--- src/rtl/adsr_envelope.sv ---
// ADSR envelope generator and amplitude modulator for a single voice.
// The envelope advances once per sample strobe (in_ready). Gate rises seen
// between strobes are held in a sticky flag and applied at the next strobe,
// before that strobe's rate step.
// Optional feature: define ADSR_VELOCITY_EN to add a 7-bit velocity port. It
// scales the attack peak and the sustain target. Velocity 127 is full scale.
module adsr_envelope #(
  parameter int SAMPLE_W = 16,
  parameter int ENV_W    = 16
) (
  input  logic                       clk,
  input  logic                       rst_n,
  input  logic                       gate,
  input  logic                       in_ready,
  input  logic signed [SAMPLE_W-1:0] sample_in,
  input  logic        [ENV_W-1:0]    attack_rate,
  input  logic        [ENV_W-1:0]    decay_rate,
  input  logic        [ENV_W-1:0]    sustain_level,
  input  logic        [ENV_W-1:0]    release_rate,
`ifdef ADSR_VELOCITY_EN
  input  logic        [6:0]          velocity,
`endif
  output logic signed [SAMPLE_W-1:0] sample_out,
  output logic                       out_valid,
  output logic        [ENV_W-1:0]    env_level,
  output logic        [2:0]          env_state
);

  localparam logic [ENV_W-1:0] ENV_MAX = '1;

  typedef enum logic [2:0] {
    IDLE    = 3'd0,
    ATTACK  = 3'd1,
    DECAY   = 3'd2,
    SUSTAIN = 3'd3,
    RELEASE = 3'd4
  } state_e;

  state_e                     state_q, state_d, ev_state;
  logic        [ENV_W-1:0]    level_q, level_d;
  logic                       gate_q;
  logic                       rise_pend_q, rise_pend_d;
  logic signed [SAMPLE_W-1:0] sample_q, sample_d;
  logic                       valid_q;

  logic                       rise_now, rise_evt;
  logic        [ENV_W-1:0]    peak, sus_t;
  logic        [ENV_W:0]      sum_a, dif_d, dif_r;
  logic signed [SAMPLE_W+ENV_W:0] prod;
  logic                       unused_ok;

  // A gate rise counts only if the gate is still high when the strobe arrives.
  // When a rise and a fall both occur between strobes, the final gate level decides.
  assign rise_now = gate & ~gate_q;
  assign rise_evt = (rise_pend_q | rise_now) & gate;
  assign rise_pend_d = in_ready ? 1'b0 : (rise_pend_q | rise_now);

`ifdef ADSR_VELOCITY_EN
  logic [6:0]       vel_q, vel_eff;
  logic [ENV_W+6:0] peak_x, sus_x;
  // A new velocity takes effect on the same strobe that applies its gate rise.
  assign vel_eff = (in_ready && rise_evt) ? velocity : vel_q;
  assign peak_x  = {7'd0, ENV_MAX} * {{ENV_W{1'b0}}, vel_eff};
  assign sus_x   = {7'd0, sustain_level} * {{ENV_W{1'b0}}, vel_eff};
  assign peak    = (vel_eff == 7'd127) ? ENV_MAX : peak_x[ENV_W+6:7];
  assign sus_t   = (vel_eff == 7'd127) ? sustain_level : sus_x[ENV_W+6:7];
  // Velocity latch, updated only by an applied rise.
  always_ff @(posedge clk or negedge rst_n)
    if (!rst_n) vel_q <= 7'd127;
    else        vel_q <= vel_eff;
`else
  assign peak  = ENV_MAX;
  assign sus_t = sustain_level;
`endif

  // The sum and differences are one bit wider than the level, so clamping never wraps.
  assign sum_a = {1'b0, level_q} + {1'b0, attack_rate};
  assign dif_d = {1'b0, level_q} - {1'b0, decay_rate};
  assign dif_r = {1'b0, level_q} - {1'b0, release_rate};

  // Modulate by the level from before this strobe's update. Treat level 0 as a positive multiplier.
  assign prod = $signed({{(ENV_W+1){sample_in[SAMPLE_W-1]}}, sample_in})
              * $signed({{SAMPLE_W{1'b0}}, 1'b0, level_q});
  assign sample_d = (level_q == ENV_MAX) ? sample_in : prod[SAMPLE_W+ENV_W-1:ENV_W];
  assign unused_ok = ^{prod[SAMPLE_W+ENV_W], prod[ENV_W-1:0]};

  // Next state and level: apply any gate event first, then step the resulting stage.
  always_comb begin
    state_d  = state_q;
    level_d  = level_q;
    ev_state = state_q;
    if (in_ready) begin
      if (rise_evt)
        ev_state = ATTACK;
      else if (!gate && (state_q == ATTACK || state_q == DECAY || state_q == SUSTAIN))
        ev_state = RELEASE;
      state_d = ev_state;
      case (ev_state)
        ATTACK: begin
          if (attack_rate == '0 || sum_a >= {1'b0, peak}) begin
            level_d = peak;
            state_d = DECAY;
          end else begin
            level_d = sum_a[ENV_W-1:0];
          end
        end
        DECAY: begin
          if (decay_rate == '0 || dif_d[ENV_W] || dif_d <= {1'b0, sus_t}) begin
            level_d = sus_t;
            state_d = SUSTAIN;
          end else begin
            level_d = dif_d[ENV_W-1:0];
          end
        end
        SUSTAIN: level_d = sus_t;
        RELEASE: begin
          if (release_rate == '0 || dif_r[ENV_W] || dif_r == '0) begin
            level_d = '0;
            state_d = IDLE;
          end else begin
            level_d = dif_r[ENV_W-1:0];
          end
        end
        default: level_d = level_q;
      endcase
    end
  end

  // State, level, gate history and registered output.
  always_ff @(posedge clk or negedge rst_n) begin
    if (!rst_n) begin
      state_q     <= IDLE;
      level_q     <= '0;
      gate_q      <= 1'b0;
      rise_pend_q <= 1'b0;
      sample_q    <= '0;
      valid_q     <= 1'b0;
    end else begin
      state_q     <= state_d;
      level_q     <= level_d;
      gate_q      <= gate;
      rise_pend_q <= rise_pend_d;
      valid_q     <= in_ready;
      if (in_ready) sample_q <= sample_d;
    end
  end

  assign sample_out = sample_q;
  assign out_valid  = valid_q;
  assign env_level  = level_q;
  assign env_state  = state_q;

endmodule
--- config.mk ---
export PLATFORM = sky130hd
export DESIGN_NAME = adsr_envelope
export DESIGN_NICKNAME = d
export VERILOG_FILES = /design/src/rtl/adsr_envelope.sv
export SDC_FILE = /design/constraint.sdc
export NUM_CORES = 1
export LEC_CHECK = 0
export ABC_AREA = 1
export CAP_MARGIN = 10
export CORE_MARGIN = 10
export CORE_UTILIZATION = 62
export CTS_CLUSTER_SIZE = 28
export DETAILED_ROUTE_END_ITERATION = 6
export GPL_ROUTABILITY_DRIVEN = 0
export PLACE_DENSITY_LB_ADDON = 0.25
export SYNTH_ARGS = -nofsm -noshare
export SYNTH_HDL_FRONTEND = slang
export SYNTH_SLANG_ARGS = --single-unit
--- constraint.sdc ---
create_clock -name clk -period 8.3 [get_ports clk]
set_clock_uncertainty 0.15 [all_clocks]
set_input_delay 0.83 -clock clk [delete_from_list [all_inputs] [get_ports clk]]
set_output_delay 0.83 -clock clk [all_outputs]
set_load 0.005 [all_outputs]
==> results of run 1 <==
[path summary, 6_finish.rpt]
check	to	cells after the start	from
worst min-delay path	sample_out[6]$_DFFE_PN0P_	2	sample_out[6]$_DFFE_PN0P_
worst max register to register	sample_out[0]$_DFFE_PN0P_	19	env_level[9]$_DFFE_PN0P_
worst max-delay path	sample_out[0]$_DFFE_PN0P_	20	sample_in[2]
max in group asynchronous	sample_out[2]$_DFFE_PN0P_	1	rst_n
min in group asynchronous	out_valid$_DFF_PN0_	1	rst_n
worst min register to register	sample_out[6]$_DFFE_PN0P_	2	sample_out[6]$_DFFE_PN0P_
[final cells by class]
cell class | count | share of cell area (%)
inverter | 556 | 12.60
clock inverter | 3 | 0.4151
sequential | 38 | 5.736
timing repair buffer | 138 | 8.016
clock buffer | 5 | 0.7548
tap | 319 | 2.408
multi-input combinational | 1596 | 70.07
[flip-flops by register name, summed over array words and instances (netlist names)]
signal and cells:
rise_pend_q 1, env_level 16, gate_q 1, env_state 3
sample_out 16, out_valid 1
[critical path, cell delays in order]
cell	delay, ps
clkdlybuf4s50_1	990
nand2_1	180
fa_1	540
fa_1	580
fa_1	450
fa_1	550
inv_1	70
fa_1	540
inv_1	60
fa_1	530
inv_1	50
ha_1	320
nand2_1	90
inv_1	80
nand3_1	60
o21ai_0	510
nand2_1	150
nand3_1	100
nor3b_1	450
o21ai_1	110
[stage by stage]
stage | hold slack, ps | setup slack [ps] | std cells | cell area, sq um
6_report | 339.4 | 1082 | 2655 | 16580
3_5_place_dp | 320.6 | 960.7 | 2646 | 16380
4_1_cts | 342.6 | 1252 | 2654 | 16570
2_1_floorplan | 302.2 | 2056 | 2272 | 15050
5_1_grt | 360.9 | 862.7 | 2655 | 16580
3_3_place_gp | 318.5 | 1005 | 2646 | 16380
[cells by family after synthesis]
logic type | after synthesis | synth area share, %
compound gates | 170 | 6.470
simple gates | 1030 | 28.57
buf+inv | 638 | 16.48
xor+xnor | 22 | 1.281
fa+ha+maj | 374 | 40.88
flops | 38 | 6.320
[placed cells by master, fill, tap and decap left out, types with 4 or more instances in the layout]
master / synthesis / final
a21o_1: 9 / 9
a21oi_1: 78 / 78
a31oi_1: 9 / 9
buf_4: 4 / 19
clkbuf_16: 0 / 5
clkdlybuf4s50_1: 0 / 118
dfrtp_1: 38 / 38
fa_1: 196 / 196
ha_1: 178 / 178
inv_1: 549 / 549
inv_2: 5 / 5
nand2_1: 632 / 632
nand2_2: 5 / 5
nand3_1: 145 / 145
nand3_2: 4 / 4
nand3b_1: 6 / 6
nand4_1: 22 / 22
nor2_1: 173 / 173
nor3_1: 14 / 14
nor4_1: 11 / 11
o211ai_1: 5 / 5
o21a_1: 5 / 5
o21ai_0: 40 / 40
o21ai_1: 6 / 6
o21bai_1: 7 / 7
or2_2: 4 / 4
xnor2_1: 7 / 7
xor2_1: 15 / 15
[layer usage]
metal  up-vias  part of all wire, %
met5         -                    0
met1      6809                   40
li1       6956                    -
met4         0                  3.1
met2       763                   46
met3       123                   11
==> qor.yml, run 1 <==
yosys:
  syn_nets: 2730
  yosys_warnings: 0
  syn_area_sq_mm: 0.01505
  synth_ff_type: "dfrtp_1"
  synth_top_area_cell: "fa_1"
  ys_seq_elements: 38
  synth_area_leaders: "fa_1 26%, nand2_1 16%, ha_1 15%"
  synth_edf_count: 0
  synthTopCellsByCount: "632 x nand2_1, 549 x inv_1, 196 x fa_1"
  yosys.area.top_type_share_pct: 26.08
  syn_area_per_cell_sq_um: 6.622
  ys_seq_area_share_pct: 6.320
  synth_most_common_cell: "nand2_1"
  synthCells: 2272
  synth_cell_types: 50
  ys_async_sr_fraction_pct: 100.0
critical_path:
  endpoint_kind: "flop"
  cp.arrival_ps: 7230
  critPathKind: "input pin to flop"
  critical_path_required_ps: 8310
  worstPathMaxFanout: 17
  reg2reg_slack_ps: 1470
  critPathLaunchType: "input pin"
timing:
  setup_tns_ps: 0
  grt_setup_unrepaired: "false"
  finalHoldViolCount: 0
  slew_headroom_pct: 13.04
  timing.fmax_ghz: 0.1385
  finalCritPeriodShare_pct: 86.97
  fin_crit_ps: 7218
  report.final.slew_viol_count: 0
  setup-violations-final: 0
  worstMarginPinSlew_ps: 1304
clock_tree:
  cts_setup_buffers: 0
  cts.clk_slew.worst_paths_ps: 70
  cts-buffers-inserted: 5
  cts-root-buf: "clkbuf_16"
  ctsLongestPathBuffers: 2
  cts_tree: "built"
  post_cts_resized: 0
  cts.sinks: 38
  cts_max_level: 2
  cts_hold_buf: 0
  clk_latency_ps: 290
placement:
  dp_hpwl_um: 36440
  portBuffers: 119
global_routing:
  grt_pass1_vias: 14980
  top_usage_layer: "met2"
  grt_max_degree: 39
  grt_pass1_wl_um: 74590
  grt_util_met1_pct: 38.18
  met2_usage_pct: 49.32
  antenna_found_initial: 0
  grt_overflow_total: 0
  track_usage_pct: 29.49
  grt_use_met3_pct: 5.919
detailed_routing:
  wl_per_cell_um: 16.90
  ant_nets: 0
  wl_um: 44880
  drc: 17
  num_vias: 14650
  drtIter0Drc: 1411
  drt_first_pass_iters: 7
  routed_via_density: 5.518
die:
  rows: 56
  die_y_um: 175.8
  ios: 120
  fp.dieW_um: 175.8
  initial_core_util_pct: 63.53
  core_area_sq_mm: 0.02368
  fp.dieArea_sq_mm: 0.03090
min_path:
  hold_path_class: "flop to flop"
final_layout:
  multiInputGateArea_sq_mm: 0.01161
  post-route-util_pct: 70.00
  drive_above_1_share_pct: 2.526
  n_antenna_cell: 0
  syn_to_final_growth_pct: 10.18
  nets: 2793
  regArea_sq_um: 950.9
  fillers: 2028
outcome:
  outcome: "finished, violations left"
  violations: "DRC"
run:
  cap_viol_max_count: 0
Power of run 1 is not shown: default switching activity piles up to over one toggle a cycle in this logic, so the estimate is an artifact.
==> inputs of run 2 (changes only) <==
--- a/config.mk
+++ b/config.mk
@@ -13,6 +13,7 @@
 export DETAILED_ROUTE_END_ITERATION = 6
 export GPL_ROUTABILITY_DRIVEN = 0
 export PLACE_DENSITY_LB_ADDON = 0.25
+export SETUP_SLACK_MARGIN = 0.02
 export SYNTH_ARGS = -nofsm -noshare
 export SYNTH_HDL_FRONTEND = slang
 export SYNTH_SLANG_ARGS = --single-unit
==> results of run 2 <==
Final layout, timing and power as in run 1 (identical DEF).
Power of run 2 is left out for the same reason.
==> inputs of run 3 (changes only) <==
==> constraint.sdc (replaced) <==
create_clock -name clk -period 7.3 [get_ports clk]
set_clock_uncertainty 0.15 [all_clocks]
set_input_delay 0.73 -clock clk [delete_from_list [all_inputs] [get_ports clk]]
set_output_delay 0.73 -clock clk [all_outputs]
set_load 0.005 [all_outputs]
==> qor.yml, run 3 (synthesis gave the netlist of run 1 again) <==
outcome:
  outcome: "finished, final reports clean"
die:
  rows: 56  # unchanged
  die_y_um: 175.8  # unchanged
  fp.dieW_um: 175.8  # unchanged
  initial_core_util_pct: 63.53  # unchanged
  ios: 120  # unchanged
  core_area_sq_mm: 0.02368  # unchanged
  fp.dieArea_sq_mm: 0.03090  # unchanged
final_layout:
  post-route-util_pct: 70.48  # +0.49 points
  fillers: 2038  # +0.49%
  syn_to_final_growth_pct: 10.94
  final_common_cell: "nand2_1"
  n_antenna_cell: 0  # unchanged
  drive_above_1_share_pct: 3.270  # +0.74 points
  nets: 2812  # +0.68%
  final_cell_mix: "632 x nand2_1, 549 x inv_1, 196 x fa_1, 178 x ha_1, 173 x nor2_1"
  finalInstanceArea_sq_mm: 0.01669  # +0.69%
critical_path:
  reg2regPathDepth: 22  # +3
  critPathLaunchType: "input pin"
  reg2reg_slack_ps: 810  # -660 ps
  worstPathMaxFanout: 10  # -7
  cp.arrival_ps: 6850  # -380 ps
  endpoint_kind: "flop"
  critical_path_required_ps: 7370  # -940 ps
  crit-reg2reg-launch: "env_level[6]$_DFFE_PN0P_"
  reg2reg_to: "sample_out[4]$_DFFE_PN0P_"
  critPathKind: "input pin to flop"
global_routing:
  grt_max_degree: 39  # unchanged
  track_usage_pct: 29.73  # +0.24 points
  grt_overflow_total: 0  # unchanged
  grt_pass1_wl_um: 75090  # +0.67%
  antenna_found_initial: 0  # unchanged
  grt_pass1_vias: 15100  # +0.80%
timing:
  worstMarginPinSlew_ps: 1040  # -264.0 ps
  timing.fmax_ghz: 0.1476
  slew_headroom_pct: 30.64  # +18 points
  fin_crit_ps: 6775
  report.final.slew_viol_count: 0  # unchanged
  finalCritPeriodShare_pct: 92.81
  finalHoldViolCount: 0  # unchanged
  setup-violations-final: 0  # unchanged
  grt_setup_unrepaired: "false"
  setup_tns_ps: 0  # unchanged
min_path:
  hp-start: "sample_out[7]$_DFFE_PN0P_"
  whs_endpoint: "sample_out[7]$_DFFE_PN0P_"
  hold_path_class: "flop to flop"
  whs_path_depth: 2  # unchanged
detailed_routing:
  ant_nets: 0  # unchanged
  drtIter0Drc: 1442  # +2.2%
  num_vias: 14960  # +2.1%
  drt_first_pass_iters: 7  # unchanged
  drc: 0  # -17
  routed_via_density: 5.593  # +1.3%
  wl_um: 45810  # +2.1%
  wl_per_cell_um: 17.13  # +1.4%
clock_tree:
  cts.sinks: 38  # unchanged
  cts_hold_buf: 0  # unchanged
  clk_latency_ps: 290  # about the same
  cts_setup_buffers: 0  # unchanged
  cts-root-buf: "clkbuf_16"
  cts_max_level: 2  # unchanged
  cts.clk_slew.worst_paths_ps: 60  # about the same
  cts-buffers-inserted: 5  # unchanged
  post_cts_resized: 0  # unchanged
  ctsLongestPathBuffers: 2  # unchanged
  cts_tree: "built"
placement:
  dp_hpwl_um: 37310  # +2.4%
  portBuffers: 119  # unchanged
  dpl-instance-area_sq_mm: 0.01652  # +0.87%
run:
  cap_viol_max_count: 0  # unchanged
[run 3: cell count changes in the layout (fill, tap and decap cells not counted), sizes merged]
cell	delta
clkbuf	+1
clkinv	-1
bufinv	-1
clkinvlp	+1
buf	+19
[run 3: per-layer routing]
metal / global-route usage [%] / up-vias / share of wire (%)
li1: - / 6993 / -
met5: 0 / - / 0
met1: 37.85 / 7010 / 40
met2: 48.16 / 810 / 45
met4: 9.007 / 0 / 3.4
met3: 8.192 / 142 / 12
[run 3: critical path, stage by stage]
cell	delay [ps]
clkdlybuf4s50_1	830
nand2_1	160
fa_1	510
fa_1	570
fa_1	460
fa_1	570
inv_1	60
fa_1	580
inv_1	80
fa_1	550
inv_1	50
ha_1	300
nand2_1	70
inv_1	80
nand3_1	60
o21ai_0	410
a21oi_1	190
or2_2	310
nand3_1	70
o211ai_1	110
nand2_1	100
[run 3: metrics by stage]
| stage | instances | worst slack (ps) | hold slack, ps |
|---|---|---|---|
| final | 2674 | 524.9 | 354.5 |
| after global routing | 2674 | 188.3 | 371.5 |
| after CTS | 2673 | 571.9 | 351.3 |
| after detailed placement | 2665 | 302.0 | 329.4 |
| after global placement | 2665 | 435.2 | 326.2 |
| after floorplan | 2272 | 1156 | 284.4 |
[run 3: final cells by class]
class                      instances  area, sq um  area share, %
multi-input combinational       1596        11610          69.58
inverter                         556         2090          12.52
timing repair buffer             157         1471          8.815
sequential                        38        950.9          5.697
tap                              319        399.1          2.391
clock buffer                       6        128.9         0.7721
clock inverter                     2        37.54         0.2249
[run 3: worst max-delay path by stage]
stage | cells past startpoint | slack [ps] | to | startpoint
floorplan | 26 | 1160 | sample_out[4]$_DFFE_PN0P_ | sample_in[7]
global placement | 26 | 440 | sample_out[8]$_DFFE_PN0P_ | sample_in[7]
detailed placement | 23 | 300 | sample_out[4]$_DFFE_PN0P_ | sample_in[4]
CTS | 23 | 570 | sample_out[4]$_DFFE_PN0P_ | sample_in[4]
global route | 26 | 190 | sample_out[8]$_DFFE_PN0P_ | sample_in[7]
finish | 21 | 520 | sample_out[4]$_DFFE_PN0P_ | sample_in[2]
Power of run 3 is left out for the same reason.
